===== src/rtl/nibble_arb_pkg.sv =====
// Shared types and constants for the nibble-test resource arbiter and related schedulers.
package nibble_arb_pkg;

    typedef enum logic [1:0] {
        IDLE  = 2'd0,
        ISSUE = 2'd1,
        WAIT  = 2'd2,
        RESP  = 2'd3
    } arb_state_t;

    localparam int NIB_W  = 4;
    localparam int STAT_W = 8;

    // Saturating increment: a counter that reaches all-ones stays there.
    function automatic logic [STAT_W-1:0] sat_inc(input logic [STAT_W-1:0] v);
        return (v == {STAT_W{1'b1}}) ? v : v + STAT_W'(1);
    endfunction

endpackage


===== src/rtl/rr_pick.sv =====
// Combinational round-robin search: first set request at or after pointer p, wrapping modulo NREQ.
module rr_pick #(
    parameter int NREQ = 4,
    parameter int IDW  = $clog2(NREQ)
) (
    input  logic [NREQ-1:0] req,
    input  logic [IDW-1:0]  p,
    output logic            any,
    output logic [IDW-1:0]  win_id,
    output logic [NREQ-1:0] win_onehot
);

    logic [IDW-1:0] idx;

    always_comb begin
        any        = 1'b0;
        win_id     = '0;
        win_onehot = '0;
        idx        = '0;
        for (int i = 0; i < NREQ; i++) begin
            idx = IDW'((int'(p) + i) % NREQ);
            if (!any && req[idx]) begin
                any             = 1'b1;
                win_id          = idx;
                win_onehot[idx] = 1'b1;
            end
        end
    end

endmodule


===== src/rtl/nibble_res_arbiter.sv =====
// Round-robin arbiter/sequencer sharing one registered nibble-test resource (x = ~a[0]).
// Optional per-requester grant counters are enabled with NIBBLE_RES_ARBITER_STATS_EN.
module nibble_res_arbiter
    import nibble_arb_pkg::*;
#(
    parameter  int NREQ    = 4,
    parameter  int RES_LAT = 1,
    localparam int IDW     = $clog2(NREQ)
) (
    input  logic                  clk,
    input  logic                  rst_n,
    input  logic [NREQ-1:0]       req,
    input  logic [NREQ*NIB_W-1:0] req_data,
    output logic [NREQ-1:0]       gnt,
    output logic [0:3]            res_a,
    input  logic                  res_x,
    output logic                  rsp_valid,
    output logic                  rsp_x,
    output logic [IDW-1:0]        rsp_id,
    output logic                  busy
`ifdef NIBBLE_RES_ARBITER_STATS_EN
    ,
    output logic [NREQ*STAT_W-1:0] grant_cnt
`endif
);

    localparam int CW = (RES_LAT > 1) ? $clog2(RES_LAT) : 1;

    arb_state_t       state;
    logic [IDW-1:0]   ptr;
    logic [IDW-1:0]   win_q;
    logic [CW-1:0]    cnt;

    logic             any;
    logic [IDW-1:0]   win_id;
    logic [NREQ-1:0]  win_onehot;
    logic [NIB_W-1:0] win_nib;
    logic [IDW-1:0]   ptr_next;

    rr_pick #(.NREQ(NREQ), .IDW(IDW)) u_pick (
        .req        (req),
        .p          (ptr),
        .any        (any),
        .win_id     (win_id),
        .win_onehot (win_onehot)
    );

    // Bit 4k+3 of the winner's slice lands on res_a[0].
    assign win_nib  = req_data[int'(win_id)*NIB_W +: NIB_W];
    assign ptr_next = (win_id == IDW'(NREQ-1)) ? '0 : win_id + IDW'(1);

    // Handshake: a requester holds req/req_data until it sees its gnt bit; a one-cycle
    // gnt means its nibble was captured, and rsp_valid (one cycle) carries rsp_x/rsp_id.
    always_ff @(posedge clk or negedge rst_n) begin
        if (!rst_n) begin
            state     <= IDLE;
            ptr       <= '0;
            win_q     <= '0;
            cnt       <= '0;
            gnt       <= '0;
            res_a     <= '0;
            rsp_valid <= 1'b0;
            rsp_x     <= 1'b0;
            rsp_id    <= '0;
            busy      <= 1'b0;
        end else begin
            gnt       <= '0;
            rsp_valid <= 1'b0;
            case (state)
                IDLE, RESP: begin
                    if (any) begin
                        state <= ISSUE;
                        busy  <= 1'b1;
                        gnt   <= win_onehot;
                        res_a <= win_nib;
                        win_q <= win_id;
                        ptr   <= ptr_next;
                    end else begin
                        state <= IDLE;
                        busy  <= 1'b0;
                        res_a <= '0;
                    end
                end
                ISSUE: begin
                    state <= WAIT;
                    cnt   <= CW'(RES_LAT - 1);
                end
                WAIT: begin
                    if (cnt == '0) begin
                        state     <= RESP;
                        rsp_x     <= res_x;
                        rsp_id    <= win_q;
                        rsp_valid <= 1'b1;
                    end else begin
                        cnt <= cnt - CW'(1);
                    end
                end
                default: state <= IDLE;
            endcase
        end
    end

`ifdef NIBBLE_RES_ARBITER_STATS_EN
    always_ff @(posedge clk or negedge rst_n) begin
        if (!rst_n) begin
            grant_cnt <= '0;
        end else begin
            for (int k = 0; k < NREQ; k++) begin
                if (gnt[k]) begin
                    grant_cnt[k*STAT_W +: STAT_W] <= sat_inc(grant_cnt[k*STAT_W +: STAT_W]);
                end
            end
        end
    end
`endif

endmodule


===== config.mk =====
export PLATFORM = sky130hd
export DESIGN_NAME = nibble_res_arbiter
export DESIGN_NICKNAME = d
export VERILOG_FILES = /design/src/rtl/nibble_arb_pkg.sv /design/src/rtl/rr_pick.sv /design/src/rtl/nibble_res_arbiter.sv
export SDC_FILE = /design/constraint.sdc
export NUM_CORES = 1
export LEC_CHECK = 0
export ABC_AREA = 1
export CORE_MARGIN = 2
export CORE_UTILIZATION = 52
export CTS_CLUSTER_DIAMETER = 80
export CTS_CLUSTER_SIZE = 10
export DETAILED_ROUTE_END_ITERATION = 8
export GPL_TIMING_DRIVEN = 0
export MAX_ROUTING_LAYER = met4
export PLACE_DENSITY = 0.94
export SLEW_MARGIN = 40
export SYNTH_ARGS = -nofsm -noshare
export SYNTH_HDL_FRONTEND = slang
export SYNTH_SLANG_ARGS = --single-unit

===== constraint.sdc =====
create_clock -name clk -period 6.83 [get_ports clk]
set_clock_uncertainty 0.15 [all_clocks]
set_input_delay 1.366 -clock clk [delete_from_list [all_inputs] [get_ports clk]]
set_output_delay 1.366 -clock clk [all_outputs]
set_load 0.005 [all_outputs]

==> impl_metrics.yaml <==
die:
  die_w_um: 55.59
  start_util_pct: 55.36
  pin_count: 36
  core_area_um2: 2500
  core.rowCount: 18
  dieArea_um2: 3090
  die_h_um: 55.59
route:
  drt_pass1_iterations: 4
  routedWlPerCell_um: 11.43
  drt_wl_total_um: 2731
  via_per_inst: 5.381
  drtIter0Drc: 19
  ant_nets: 0
  drc: 0
  num_vias: 1286
global_route:
  grt_overflow_total: 0
  antenna_found_initial: 0
  grt_pass1_wl_um: 4961
  grt_usage_pct: 19.91
  grt_pass1_vias: 1201
  grt_start_max_net_pins: 20
clock_network:
  ctsHoldBuffers: 0
  clkTransAtPathRegs_ns: 0.10
  clockBufferDepth: 2
  numCtsBuffers: 3
  cts_sinks: 19
  ctsResizeCount: 0
  postCtsSetupRepairBufs: 0
  cts_htree_levels: 1
  worstSkewPairLatency_ns: 0.29
  cts-root-buf: "clkbuf_4"
  tritoncts: "built"
synthesis:
  synth_cell_types: 22
  ys_seq_elements: 19
  yosysTopAreaCell: "dfrtp_1"
  synth_nets: 202
  synth-async-reset-ratio_pct: 100.0
  ys.flop_type: "dfrtp_1"
  synth.area.top_cells: "dfrtp_1, nand2_1, ha_1"
  synth_edf_count: 0
  synthTopCellsByCount: "nand2_1, dfrtp_1, nand3_1, inv_1, nand2_2"
  syn_inst: 170
  syn-cell-area_um2: 1384
  yosysMostFrequentCell: "nand2_1"
  yosys.area.top_type_share_pct: 34.36
  syn-mean-instance-area_um2: 8.140
  ys_warn_count: 0
  ys_seq_area_share_pct: 34.36
power_and_ir_drop:
  p_leak_nw: 0.8864
  power_density_nw_per_um2: 566.4
  ir_drop_mv: 0.3768
  power_mw: 1.016
sta:
  fin_crit_ns: 3.024
  tns_ns: 0
  tightest_slew_ns: 0.4305
  max_freq_ghz: 0.3307
  drv_slew: 0
  fin_crit_sh_pct: 44.27
  hold_violations: 0
  relSlewSlack_pct: 71.30
  rsz0062_at_grt: "false"
  setup_violations: 0
final_layout:
  antennaDiodeCount: 0
  syn_to_final_growth_pct: 29.66
  nFillCells: 200
  drive_above_1_share_pct: 20.10
  finalNetCount: 242
worst_setup_path:
  end_kind: "flop"
  path_class: "input port to flop"
  start_kind: "input port"
  worstRegToRegCells: 12
  r2r-start: "ptr[1]"
  r2r_end: "res_a[3]"
  cp.arrival_ns: 3.10
  crit_path_max_fanout: 10
  critPathLaunch: "req[3]"
  required_ns: 6.91
  setup.worst_path.end: "res_a[3]"
  r2r_slack_ns: 4.24
run_status:
  status: "finished, final reports clean"
place:
  io_buffers: 35
  gp_congestion: 0.8820
  hpwl_um: 2183
worst_hold_path:
  hp-start: "busy"
  hold_path.class: "flop to flop"
job:
  drv_cap: 0
## per-stage QoR
step                      hold slack [ns]  instance area (um^2)  setup slack [ns]  util (%)  cells
final                              0.3404                  1794             3.807     71.77    239
after global routing               0.3619                  1794             3.653     71.77    239
after CTS                          0.3446                  1799             3.826     71.97    239
after detailed placement           0.3171                  1772             3.516     70.87    235
after global placement             0.3141                  1772             3.569     70.87    235
after floorplan                    0.2976                  1384             4.206         -    170
## cell usage in the layout, fill, tap and decap left out, types with 6 or more instances in the layout
cell type,instances
dfrtp_1,19
o21ai_0,6
nand4_1,8
nand3_2,9
inv_1,17
nand2_2,13
nand3_1,18
clkdlybuf4s50_1,34
ha_1,9
nand2_1,45
## how the worst min path moves through the flow
stage	to	depth (start not counted)	slack [ns]
6_report	busy	2	0.34
5_1_grt	res_a[0]	2	0.36
4_1_cts	res_a[2]	2	0.34
3_5_place_dp	res_a[2]	2	0.32
3_3_place_gp	res_a[0]	2	0.31
2_1_floorplan	win_q[0]	2	0.30
## state kept, by name, indices dropped and copies added (netlist names)
signal,cells
gnt,4
ptr,2
res_a,4
win_q,2
busy,1
state,2
rsp_valid,1
rsp_id,2
rsp_x,1
## power by group
group          internal (mW)  switching, mW
Clock                 0.0218         0.0317
Combinational          0.286          0.470
Sequential             0.170         0.0366
Total                  0.478          0.539
## worst max-delay path, cell delays in order
cell and delay (ns):
clkdlybuf4s50_1 0.49, inv_1 0.05, nand2_1 0.11, nand3_2 0.13, nand2_4 0.16, inv_2 0.06, o21ai_1 0.09, nand2_2 0.17
nand3_4 0.14, nand2_1 0.08, nand3_2 0.07, nand3_1 0.09, nand2_1 0.08
## final cells by class
class                      count  area, um^2  area share, %
multi-input combinational    129       820.8          45.75
sequential                    19       475.5          26.50
timing repair buffer          35       345.3          19.25
inverter                      22       87.58          4.881
tap                           30       37.54          2.092
clock buffer                   3       22.52          1.255
clock inverter                 1       5.005         0.2789
## metal layers
metal | vias up | wire, um | part of all wire (%) | GRT usage, %
li1 | 651 | - | - | -
met4 | 0 | 40 | 1.5 | 8.362
met1 | 589 | 1207 | 44 | 24.33
met5 | - | 0 | 0 | -
met2 | 41 | 1355 | 50 | 32.99
met3 | 5 | 127 | 4.7 | 2.791
## cells by family (layout without fill, tap and decap cells)
logic type	Yosys count	count (layout)	share of synthesized area, %
adder cells (fa/ha/maj)	9	9	8.138
multiplexers	3	3	2.441
flip-flops	19	19	34.36
AND/OR/NAND/NOR	102	102	42.50
AO/OA/AOI/OAI	15	15	6.239
buffers and inverters	22	61	6.329
Note: power is estimated with default switching activity, not from simulation.
==> edit, RTL diff (same settings) <==
`NREQ` is set to 4 in 2 places; all go to 16.
--- a/src/rtl/rr_pick.sv
+++ b/src/rtl/rr_pick.sv
@@ -1,6 +1,6 @@
 // Combinational round-robin search: first set request at or after pointer p, wrapping modulo NREQ.
 module rr_pick #(
-    parameter int NREQ = 4,
+    parameter int NREQ = 16,
     parameter int IDW  = $clog2(NREQ)
 ) (
     input  logic [NREQ-1:0] req,
--- a/src/rtl/nibble_res_arbiter.sv
+++ b/src/rtl/nibble_res_arbiter.sv
@@ -3,7 +3,7 @@
 module nibble_res_arbiter
     import nibble_arb_pkg::*;
 #(
-    parameter  int NREQ    = 4,
+    parameter  int NREQ    = 16,
     parameter  int RES_LAT = 1,
     localparam int IDW     = $clog2(NREQ)
 ) (
Ports: changed (resized gnt, req, req_data and rsp_id); port bits go from 36 to 110. The function was not compared with the original's and may differ.
==> edit against the unedited design <==
Wire length grew to 9.9 times the old value. Cell count rose to 6.0 times the old value. Sequential share of layout area shrank 15 points. Synthesized cell count rose to 6.9 times the old value. Register-to-register slack worse by 2800 ps. Area after synthesis grew to 4.6 times the old value. Via count rose to 6.8 times the old value. Global-route usage is 23 points higher. Worst setup slack got worse by 2400 ps. Sequential cell count increased by 18. Design area grew to 4.4 times the old value. Critical path type is now reg2reg. Largest cell class unchanged.
Power is left out: the tool's default activity adds up to more than one toggle a clock period on the data nets, which glitch-free logic cannot reach.
==> edit: results (changes against the unedited design) <==
| Metric | Value |
|---|---|
| Status | `finished clean` |
| Syn Nets | `1272 (+530%)` |
| Num CTS Buffers | `5 (+2)` |
| Vias per inst | `6.05 (+12%)` |
| Synth Area in XOR/XNOR | `0.943% (+0.94 points)` |
| Compound-cell area share of the yosys netlist | `14.1% (+7.9 points)` |
| Initial antenna violation count | `0 (unchanged)` |
| Ranking of synthesized cells by area | `nand2_1 22%, dfrtp_1 15%, nand3_1 14%` |
| First-pass GRT wire length | `42100 µm (+750%)` |
| Post-DP HPWL | `21100 µm (+870%)` |
| H-Tree Level Count | `2 (+1)` |
| Crit-path max FO | `14 (+4)` |
| Number of global-route vias before repair | `8145 (+580%)` |
| Nets | `1389 (+470%)` |
| Share of layout cells above drive strength 1 | `6.81% (-13 points)` |
| Worst-margin pin slew | `819 ps (+388 ps)` |
| Multiplexer share of the synthesized area | `0.884% (-1.6 points)` |
| CP max stage cell | `dfrtp_1` |
| Port Buffers | `109 (+210%)` |
| Sequential fraction of the synthesis area | `14.5% (-20 points)` |
| GRT Util Overall | `42.5% (+23 points)` |
| Crit-path max cell delay | `600 ps (+110 ps)` |
| Distinct cells, synth | `44 (+100%)` |
| Clock transition at path regs | `60 ps (-40 ps)` |
| Root buffer cell | `clkbuf_16` |
| Most instantiated cells after synthesis | `371 x nand2_1, 183 x nand3_1, 139 x nor2_1` |
| Iter 0 DRT Violations | `1200 (+1181)` |
| Post-Synth Adder-Cell Area | `2.95% (-5.2 points)` |
| Average wire per standard cell | `18.8 µm (+65%)` |
| Detailed Routing Iterations Pass 1 | `6 (+2)` |
| Routability Congestion | `1.10 (+24%)` |
## edit: changes by cell type in the layout (fill, tap and decap cells not counted), moves of 15 or more
cell | unedited run | this run
o21ai_0 | 6 | 27
clkbuf_1 | 0 | 30
clkdlybuf4s50_1 | 34 | 108
dfrtp_1 | 19 | 37
buf_2 | 1 | 16
o2111ai_1 | 2 | 23
nor2_1 | 2 | 139
inv_1 | 17 | 132
a21oi_1 | 4 | 62
nand2_1 | 45 | 371
o211ai_1 | 1 | 18
nand3_1 | 18 | 183
## edit: cells by family after synthesis
| family | after synthesis |
|---|---|
| simple gates | 762 |
| flops | 37 |
| compound gates | 145 |
| xor+xnor | 3 |
| mux | 5 |
| buf+inv | 207 |
| fa+ha+maj | 15 |
## edit: final cells by class
cell class	count	area [µm²]
repair buffers	110	1110
multi-input cells	930	4600
flip-flops and latches	37	926
inverters	149	559
clock inverters	3	46.3
clock buffers	5	125
plain buffers	58	282
fillers	1132	4120
well taps	147	184
## edit: metrics by stage
step / hold slack (ps) / setup slack [ps] / std cells / area, µm²
6_report: 350 / 1390 / 1439 / 7840
5_1_grt: 369 / 1230 / 1439 / 7840
3_5_place_dp: 326 / 1540 / 1431 / 7670
4_1_cts: 352 / 1690 / 1439 / 7840
2_1_floorplan: 298 / 2720 / 1174 / 6370
3_3_place_gp: 315 / 1500 / 1430 / 7640
## edit: worst paths after layout
path	depth (start not counted)	slack [ps]	start	endpoint
setup / recovery	21	1390	ptr[1]	gnt[10]
hold / removal	2	350	busy	busy
setup reg to reg	21	1390	ptr[1]	gnt[10]
hold reg to reg	2	350	busy	busy
max in group asynchronous	2	5190	rst_n	win_q[1]
min in group asynchronous	1	880	rst_n	rsp_valid
## edit: worst reg2reg max path: stages, from the launching register on
cell and delay, ps:
dfrtp_1 600, inv_1 230, buf_2 290, ha_1 220, buf_2 180, nand2_2 180, inv_1 70, nor2_2 440
nand3_1 170, nand3_1 160, nand2_4 100, nand4_1 370, clkbuf_1 540, o2111ai_1 270, a21oi_1 170, nand3_1 270
a21oi_1 220, o2111ai_1 210, a21oi_1 220, o211ai_1 110, nand2_1 70, inv_1 60
## edit: layer usage
layer	global-route usage [%]	vias to the layer above	wire length, µm
met3	5.88	132	2670
met5	-	-	0
met2	66.4	635	12200
met1	52.2	3877	10400
met4	25.0	0	1800
li1	-	4065	-
